## src/rtl/cpu_ctrl_pkg.sv

```systemverilog
// Shared definitions for the multicycle CPU control sequencer:
// state codes, opcode values and the opcode-class decoder.
package cpu_ctrl_pkg;

    localparam int WAIT_W = 8;

    typedef enum logic [2:0] {
        S_IDLE   = 3'd0,
        S_FETCH  = 3'd1,
        S_DECODE = 3'd2,
        S_EXEC   = 3'd3,
        S_MEM    = 3'd4,
        S_WB     = 3'd5,
        S_HALT   = 3'd6,
        S_IRQ    = 3'd7
    } state_t;

    localparam logic [3:0] OPC_LD   = 4'h8;
    localparam logic [3:0] OPC_ST   = 4'h9;
    localparam logic [3:0] OPC_BZ   = 4'hA;
    localparam logic [3:0] OPC_JMP  = 4'hB;
    localparam logic [3:0] OPC_NOP  = 4'hE;
    localparam logic [3:0] OPC_HALT = 4'hF;

    typedef enum logic [2:0] {
        C_ALU, C_LD, C_ST, C_BZ, C_JMP, C_NOP, C_HALT, C_ILL
    } opc_class_t;

    // Opcodes 0x0-0x7 are all ALU operations; 0xC/0xD are unused.
    function automatic opc_class_t decode_class(input logic [3:0] opc);
        opc_class_t cls;
        if (!opc[3]) begin
            cls = C_ALU;
        end else begin
            case (opc)
                OPC_LD:   cls = C_LD;
                OPC_ST:   cls = C_ST;
                OPC_BZ:   cls = C_BZ;
                OPC_JMP:  cls = C_JMP;
                OPC_NOP:  cls = C_NOP;
                OPC_HALT: cls = C_HALT;
                default:  cls = C_ILL;
            endcase
        end
        return cls;
    endfunction

endpackage

```

## src/rtl/mem_wait_timer.sv

```systemverilog
// Memory wait counter: counts unanswered request cycles and flags
// when the count reaches the timeout limit.
module mem_wait_timer
    import cpu_ctrl_pkg::*;
#(
    parameter int unsigned TIMEOUT = 15
) (
    input  logic clk,
    input  logic rst,
    input  logic i_clr,
    input  logic i_wait,
    output logic o_timeout
);

    localparam logic [WAIT_W-1:0] LP_LIMIT = WAIT_W'(TIMEOUT);

    logic [WAIT_W-1:0] r_count;

    always_ff @(posedge clk) begin
        if (rst || i_clr) begin
            r_count <= '0;
        end else if (i_wait) begin
            r_count <= r_count + 1'b1;
        end
    end

    assign o_timeout = (r_count == LP_LIMIT);

endmodule

```

## src/rtl/cpu_ctrl_seq.sv

```systemverilog
// Multicycle control sequencer: FETCH/DECODE/EXEC/MEM/WB with bounded memory waits.
// Optional interrupt entry (irq/irq_ack, IRQ state) when CPU_CTRL_IRQ_EN is defined.
module cpu_ctrl_seq
    import cpu_ctrl_pkg::*;
#(
    parameter int unsigned OPC_W       = 4,
    parameter int unsigned MEM_TIMEOUT = 15
) (
    input  logic        clk,
    input  logic        rst,
    input  logic        run,
    input  logic [15:0] instr,
    input  logic        zero_flag,
    input  logic        mem_ready,
`ifdef CPU_CTRL_IRQ_EN
    input  logic        irq,
    output logic        irq_ack,
`endif
    output logic        pc_we,
    output logic        pc_sel,
    output logic        ir_we,
    output logic        mem_req,
    output logic        mem_we,
    output logic        addr_sel,
    output logic        rf_we,
    output logic        rf_wsel,
    output logic [3:0]  alu_op,
    output logic        flag_we,
    output logic        halted,
    output logic        bus_err,
    output logic        illegal,
    output logic [2:0]  state
);

    state_t           r_state;
    state_t           w_next_state;
    state_t           w_ret_state;
    opc_class_t       w_class;
    logic [OPC_W-1:0] w_opc;
    logic             w_timeout;
    logic             w_wait_clr;
    logic             w_wait_inc;
    logic             w_unused_instr;

    assign w_opc          = instr[15 -: OPC_W];
    assign w_class        = decode_class(w_opc);
    assign w_unused_instr = ^instr[15-OPC_W:0];
    assign state          = r_state;

    // Every path that would return to FETCH goes through here so irq is sampled in one place.
`ifdef CPU_CTRL_IRQ_EN
    assign w_ret_state = irq ? S_IRQ : S_FETCH;
`else
    assign w_ret_state = S_FETCH;
`endif

    // Any state change clears the count, so FETCH and MEM always start from zero.
    assign w_wait_clr = (w_next_state != r_state);
    assign w_wait_inc = mem_req && !mem_ready;

    mem_wait_timer #(
        .TIMEOUT (MEM_TIMEOUT)
    ) u_wait_timer (
        .clk       (clk),
        .rst       (rst),
        .i_clr     (w_wait_clr),
        .i_wait    (w_wait_inc),
        .o_timeout (w_timeout)
    );

    // NOTE: sequential state uses non-blocking assignment so all flops update together.
    always_ff @(posedge clk) begin
        if (rst) begin
            r_state <= S_IDLE;
        end else begin
            r_state <= w_next_state;
        end
    end

    always_comb begin
        // NOTE: default first so no path leaves the variable unassigned (no latch).
        w_next_state = r_state;
        case (r_state)
            S_IDLE:   if (run) w_next_state = S_FETCH;
            S_FETCH: begin
                if (w_timeout)      w_next_state = S_HALT;
                else if (mem_ready) w_next_state = S_DECODE;
            end
            S_DECODE: begin
                case (w_class)
                    C_NOP, C_ILL: w_next_state = w_ret_state;
                    C_HALT:       w_next_state = S_HALT;
                    default:      w_next_state = S_EXEC;
                endcase
            end
            S_EXEC: begin
                if (w_class == C_LD || w_class == C_ST) w_next_state = S_MEM;
                else                                    w_next_state = w_ret_state;
            end
            S_MEM: begin
                if (w_timeout)      w_next_state = S_HALT;
                else if (mem_ready) w_next_state = (w_class == C_LD) ? S_WB : w_ret_state;
            end
            S_WB:     w_next_state = w_ret_state;
            S_HALT:   w_next_state = S_HALT;
`ifdef CPU_CTRL_IRQ_EN
            S_IRQ:    w_next_state = S_FETCH;
`endif
            default:  w_next_state = S_IDLE;
        endcase
    end

    always_comb begin
        pc_we    = 1'b0;
        pc_sel   = 1'b0;
        ir_we    = 1'b0;
        mem_req  = 1'b0;
        mem_we   = 1'b0;
        addr_sel = 1'b0;
        rf_we    = 1'b0;
        rf_wsel  = 1'b0;
        alu_op   = 4'h0;
        flag_we  = 1'b0;
        halted   = 1'b0;
        bus_err  = 1'b0;
        illegal  = 1'b0;
`ifdef CPU_CTRL_IRQ_EN
        irq_ack  = 1'b0;
`endif
        case (r_state)
            S_FETCH: begin
                // Timeout takes priority: the request drops and any late ready is ignored.
                mem_req = !w_timeout;
                bus_err = w_timeout;
                ir_we   = !w_timeout && mem_ready;
                pc_we   = !w_timeout && mem_ready;
            end
            S_DECODE: illegal = (w_class == C_ILL);
            S_EXEC: begin
                case (w_class)
                    C_ALU: begin
                        alu_op  = w_opc;
                        rf_we   = 1'b1;
                        flag_we = 1'b1;
                    end
                    C_BZ: begin
                        pc_we  = zero_flag;
                        pc_sel = 1'b1;
                    end
                    C_JMP: begin
                        pc_we  = 1'b1;
                        pc_sel = 1'b1;
                    end
                    default: ;
                endcase
            end
            S_MEM: begin
                mem_req  = !w_timeout;
                mem_we   = !w_timeout && (w_class == C_ST);
                addr_sel = 1'b1;
                bus_err  = w_timeout;
            end
            S_WB: begin
                rf_we   = 1'b1;
                rf_wsel = 1'b1;
            end
            S_HALT:   halted = 1'b1;
`ifdef CPU_CTRL_IRQ_EN
            S_IRQ: begin
                irq_ack = 1'b1;
                pc_we   = 1'b1;
                pc_sel  = 1'b1;
            end
`endif
            default: ;
        endcase
    end

endmodule

```

## config.mk

```make
export PLATFORM = sky130hd
export DESIGN_NAME = cpu_ctrl_seq
export DESIGN_NICKNAME = d
export VERILOG_FILES = /design/src/rtl/cpu_ctrl_pkg.sv /design/src/rtl/mem_wait_timer.sv /design/src/rtl/cpu_ctrl_seq.sv
export SDC_FILE = /design/constraint.sdc
export NUM_CORES = 1
export LEC_CHECK = 0
export BUFFER_PORTS_ARGS = -buffer_cell sky130_fd_sc_hd__buf_2
export CORE_ASPECT_RATIO = 0.7
export CORE_MARGIN = 2
export CORE_UTILIZATION = 50
export DETAILED_ROUTE_END_ITERATION = 16
export GPL_TIMING_DRIVEN = 0
export HOLD_SLACK_MARGIN = 0.12
export MAX_ROUTING_LAYER = met4
export PLACE_DENSITY = 0.83
export SKIP_LAST_GASP = 1
export SLEW_MARGIN = 20
export SYNTH_ARGS = -nofsm -noshare
export SYNTH_HDL_FRONTEND = slang
export SYNTH_SLANG_ARGS = --single-unit
```

## constraint.sdc

```tcl
create_clock -name clk -period 4.35 [get_ports clk]
set_input_delay 1.305 -clock clk [delete_from_list [all_inputs] [get_ports clk]]
set_output_delay 1.305 -clock clk [all_outputs]
set_load 0.02 [all_outputs]
```

; ---- Word-level counts from Yosys, hierarchy flattened
; Cells that the tools add are included.
[word_totals]
latchBits = 0
ramBits = 0
n_memories = 0
in_bits = 21
out_inout_bits = 19
romBits = 0
ff_bits = 11
elab_cells = 64
[classes]
muxes = 28
n_addsub = 1
shifts = 0
order_cmp = 0
multipliers = 0
bitwise = 0
n_div = 0
n_eq_ne = 21
reduce_logical = 12
[ops]
columns = cell, n
row1 = $eq A4 B4 Y1 const B, 6
row2 = $mux W3, 8
row3 = $eq A3 B3 Y1 const B, 7
row4 = $pmux W3 S7, 1
row5 = $pmux W3 S6, 1
row6 = $eq A3 B2 Y1 const B, 4
row7 = $mux W1, 12
row8 = $add A8 B1 Y8 const B, 1
row9 = $eq A8 B4 Y1 const B, 1
row10 = $mux W4, 2
row11 = $eq A3 B1 Y1 const B, 2
row12 = $logic_not A3 Y1, 2
row13 = $pmux W1 S2, 3
row14 = $pmux W3 S2, 1
row15 = $reduce_or A2 Y1, 3
row16 = $logic_and A1 B1 Y1, 3
row17 = $ne A3 B3 Y1, 1
row18 = $logic_not A1 Y1, 2
row19 = $logic_or A1 B1 Y1, 2

; ---- Longest topological paths before layout
[logic_depth]
depth_word = 10
ltp_mapped = 7
depth_no_buf = 6

; ---- Cells and area by module
; Synthesis repeated with hierarchy kept, for this count alone.
[hier_totals]
hier_cells = 110
area_unflattened_um2 = 873.3
[modules_own_cells]
columns = module, seq_area_each_um2, n_inst, cells_per_inst, area_each_um2
row1 = cpu_ctrl_seq, 60.1, 1, 70, 515.5
row2 = mem_wait_timer, 160.2, 1, 40, 357.8

; ---- Least setup slack after synthesis
; OpenSTA, ideal clock, no wires.
[synth_timing]
kind = input-to-output
startpoint = input mem_ready
endpoint = output pc_we
t_arrival_ns = 2.549
slack_ns = 0.496
path_buffers = 1
required_ns = 3.045
stages = 5
cell_sequence = buf_2 inv_1 nor4_1 nor2b_1 nand2b_1
[synth_between]
elab_chain_len = 2
[synth_rtl]
columns = element, line_no
row1 = "start, declared", cpu_ctrl_seq.sv:14  ; input logic mem_ready,
row2 = $logic_and A1 B1 Y1, cpu_ctrl_seq.sv:136  ; pc_we = !w_timeout && mem_ready;
row3 = $pmux W1 S2, cpu_ctrl_seq.sv:130  ; case (r_state)
row4 = "end, declared", cpu_ctrl_seq.sv:19  ; output logic pc_we,
; Every way passes these cells.

; ---- Worst setup path in the final report
; Same ends and word-level chain as after synthesis.

==> flow_metrics.tcl <==
set metrics [dict create \
    ir_drop_mv 0.174 \
    antenna_found_initial 0 \
    io_buffers 25 \
    start_util_pct 52.0 \
    critPathMostFrequentCell "buf_2" \
    crit_path_end_kind "primary output" \
    grt_max_degree 11 \
    root_buffer "clkbuf_4" \
    yosys.area_share.simple_pct 39.0 \
    ctsHtreeMaxLevel 1 \
    pwr_density_cell_nw_per_um2 199 \
    layout_commonest_cell "buf_2" \
    ys_seq_elements 11 \
    cpLargestDelayFamily "simple AND/OR/NAND/NOR gates" \
    start_kind "input port" \
    grt_remaining_overflow 0 \
    drive_gt1_share_pct 35.0 \
    crit_slowest_cell "nor4_1" \
    worstPathRequired_ns 3.04 \
    hp-class "reg -> reg" \
    max_stage_delay_ns 0.36 \
    synth_edf_count 0 \
    drt_iter0_drc 19 \
    pre_cts_ws_ns 0.619 \
    finalSetupViolCount 0 \
    slew_viol_final 0 \
    rsz0062_at_grt "false" \
    core_um2 1820 \
    multi_input_area_um2 649 \
    diodes 0 \
    pin_count 40 \
    routed_wl_mm 2.48 \
    synth_top_family_by_area "simple AND/OR/NAND/NOR gates" \
    critPathBufInv 3 \
    num_rows 13 \
    worst_pin_slew_ns 0.686 \
    muxShareOfSynthArea_pct 3.43 \
    leakagePower_nw 0.486 \
    async_flop_share_pct 0 \
    fin_tns_setup_ns 0 \
    clk_path_buf_depth 2 \
    synthCells 108 \
    max_freq_ghz 0.267 \
    fin_crit_ns 3.74 \
    ys.flop_type "dfxtp_1" \
    numCtsBuffers 3 \
    die_x_um 56.0 \
    skew_ns 0.00733 \
    grt_pass1_vias 810 \
    hold_buffers 0 \
    synth.cell_area_um2 947 \
    yosys_warnings 0 \
    cp_max_fo 9 \
    fin_crit_sh_pct 86.1 \
    grt_pass1_wl_mm 3.96 \
    synth_nets 130 \
    worst_slack_ns 0.606 \
    final_cells 159 \
    area_delta_synth_final_pct 18.9 \
    fill_cells 161 \
    arrival_ns 2.44 \
    post-cts-setup-buffers 0 \
    dp_cells 155 \
    dr_total_vias 960 \
    synth_cell_type_count 46 \
    nNetsFinal 160 \
    seq_area_um2 220 \
    fp.dieH_um 40.4 \
    grt_usage_pct 23.8 \
    drtPass1Iterations 4 \
    cts_tree "built" \
    avgSynthCellArea_um2 8.77 \
    synth_compound_area_share_pct 15.3 \
    vias_per_cell 6.04 \
    synth_xor_area_share_pct 9.11 \
    dp.final_hpwl_mm 1.97 \
    path_clk_slew_ns 0.06 \
    gp_congestion 0.830 \
    die_area_um2 2260 \
    finalHoldViolCount 0 \
    ys_seq_area_share_pct 23.2 \
    route.antenna.remaining_nets 0 \
    max-slew-margin-rel_pct 54.2 \
    path_class "in -> out" \
    clock_latency_ns 0.26 \
    synthAdderAreaFrac_pct 1.32 \
    wl_per_cell_um 15.6 \
    post-route-drc-count 0 \
    status "finished clean" \
    layout_common_cells "buf_2 (27), nor4_1 (11), dfxtp_1 (11), nor2_1 (7), xnor2_1 (7)" \
    cts_resized 0 \
    maxCapViolCount 0 \
    cts.sinks 11 \
    path_cells "buf_2 > inv_1 > nor4_1 > nor2b_1 > nand2b_1 > buf_2" \
]
sequential cells by signal (all words and copies together), names as in the netlist:
register / flops
state: 3
u_wait_timer.r_count: 8
per-stage QoR:
step | power (mW) | hold slack, ns | util [%] | instance area (um^2)
floorplan | 0.143 | 0.524 | - | 947
global placement | 0.157 | 0.547 | 60.4 | 1100
detailed placement | 0.159 | 0.565 | 60.4 | 1100
CTS | 0.226 | 0.580 | 61.8 | 1130
global route | 0.235 | 0.606 | 61.8 | 1130
finish | 0.225 | 0.579 | 61.8 | 1130
routing by layer:
metal	global-route usage (%)	wire length, um	share of wire, %	vias to the layer above
met3	4.84	207	8.4	12
met2	39.4	1150	46	60
met4	6.55	68	2.7	0
li1	-	-	-	461
met5	-	0	0	-
met1	30.4	1050	42	427
layout make-up:
class                           instances  area share, %
Sequential cell                        11           19.6
Clock buffer                            4           2.33
Inverter                                4           1.33
Multi-Input combinational cell         85           57.7
Buffer                                  8           5.56
Timing Repair Buffer                   25           11.1
Tap cell                               22           2.44
worst register-to-register path, delay by kind of cell, from the launching register on:
kind / cells / cell delay, ns
AND/OR/NAND/NOR: 3 / 1.26
flip-flops: 1 / 0.35
XOR/XNOR: 1 / 0.24
AO/OA/AOI/OAI: 1 / 0.08
path summary, 6_finish.rpt:
check	start	end	slack (ns)	cells after the start
setup reg to reg	u_wait_timer.r_count[4]	u_wait_timer.r_count[0]	2.31	5
hold / removal	u_wait_timer.r_count[6]	u_wait_timer.r_count[6]	0.58	2
setup / recovery	mem_ready	pc_we	0.61	6
hold reg to reg	u_wait_timer.r_count[6]	u_wait_timer.r_count[6]	0.58	2
synth_stat cells (all sizes together), types with 2 or more instances:
library cell | instances | area (um^2)
nor4 | 14 | 115
dfxtp | 11 | 220
buf | 8 | 62.6
xnor2 | 8 | 77.6
nor2 | 7 | 26.3
nand2 | 6 | 22.5
inv | 4 | 15.0
nor3 | 4 | 20.0
a21oi | 3 | 15.0
and2 | 3 | 18.8
nand2b | 3 | 18.8
nand3 | 3 | 15.0
nand3b | 3 | 22.5
a211oi | 2 | 15.0
and4 | 2 | 17.5
mux2i | 2 | 32.5
o21ai | 2 | 10.0
or2 | 2 | 12.5
where the power goes:
group / internal [mW] / total, mW / switching, mW / leakage [nW]
clock network: 0.0354 / 0.0670 / 0.0316 / 0.0150
registers: 0.102 / 0.105 / 0.00231 / 0.0889
logic: 0.0195 / 0.0530 / 0.0335 / 0.382
total: 0.157 / 0.225 / 0.0674 / 0.486
cells by family after synthesis:
group,Yosys count
fa+ha+maj,1
mux,2
flops,11
compound gates,16
simple gates,56
buf+inv,12
xor+xnor,9
other cells,1
(Power assumes the default switching activity.)
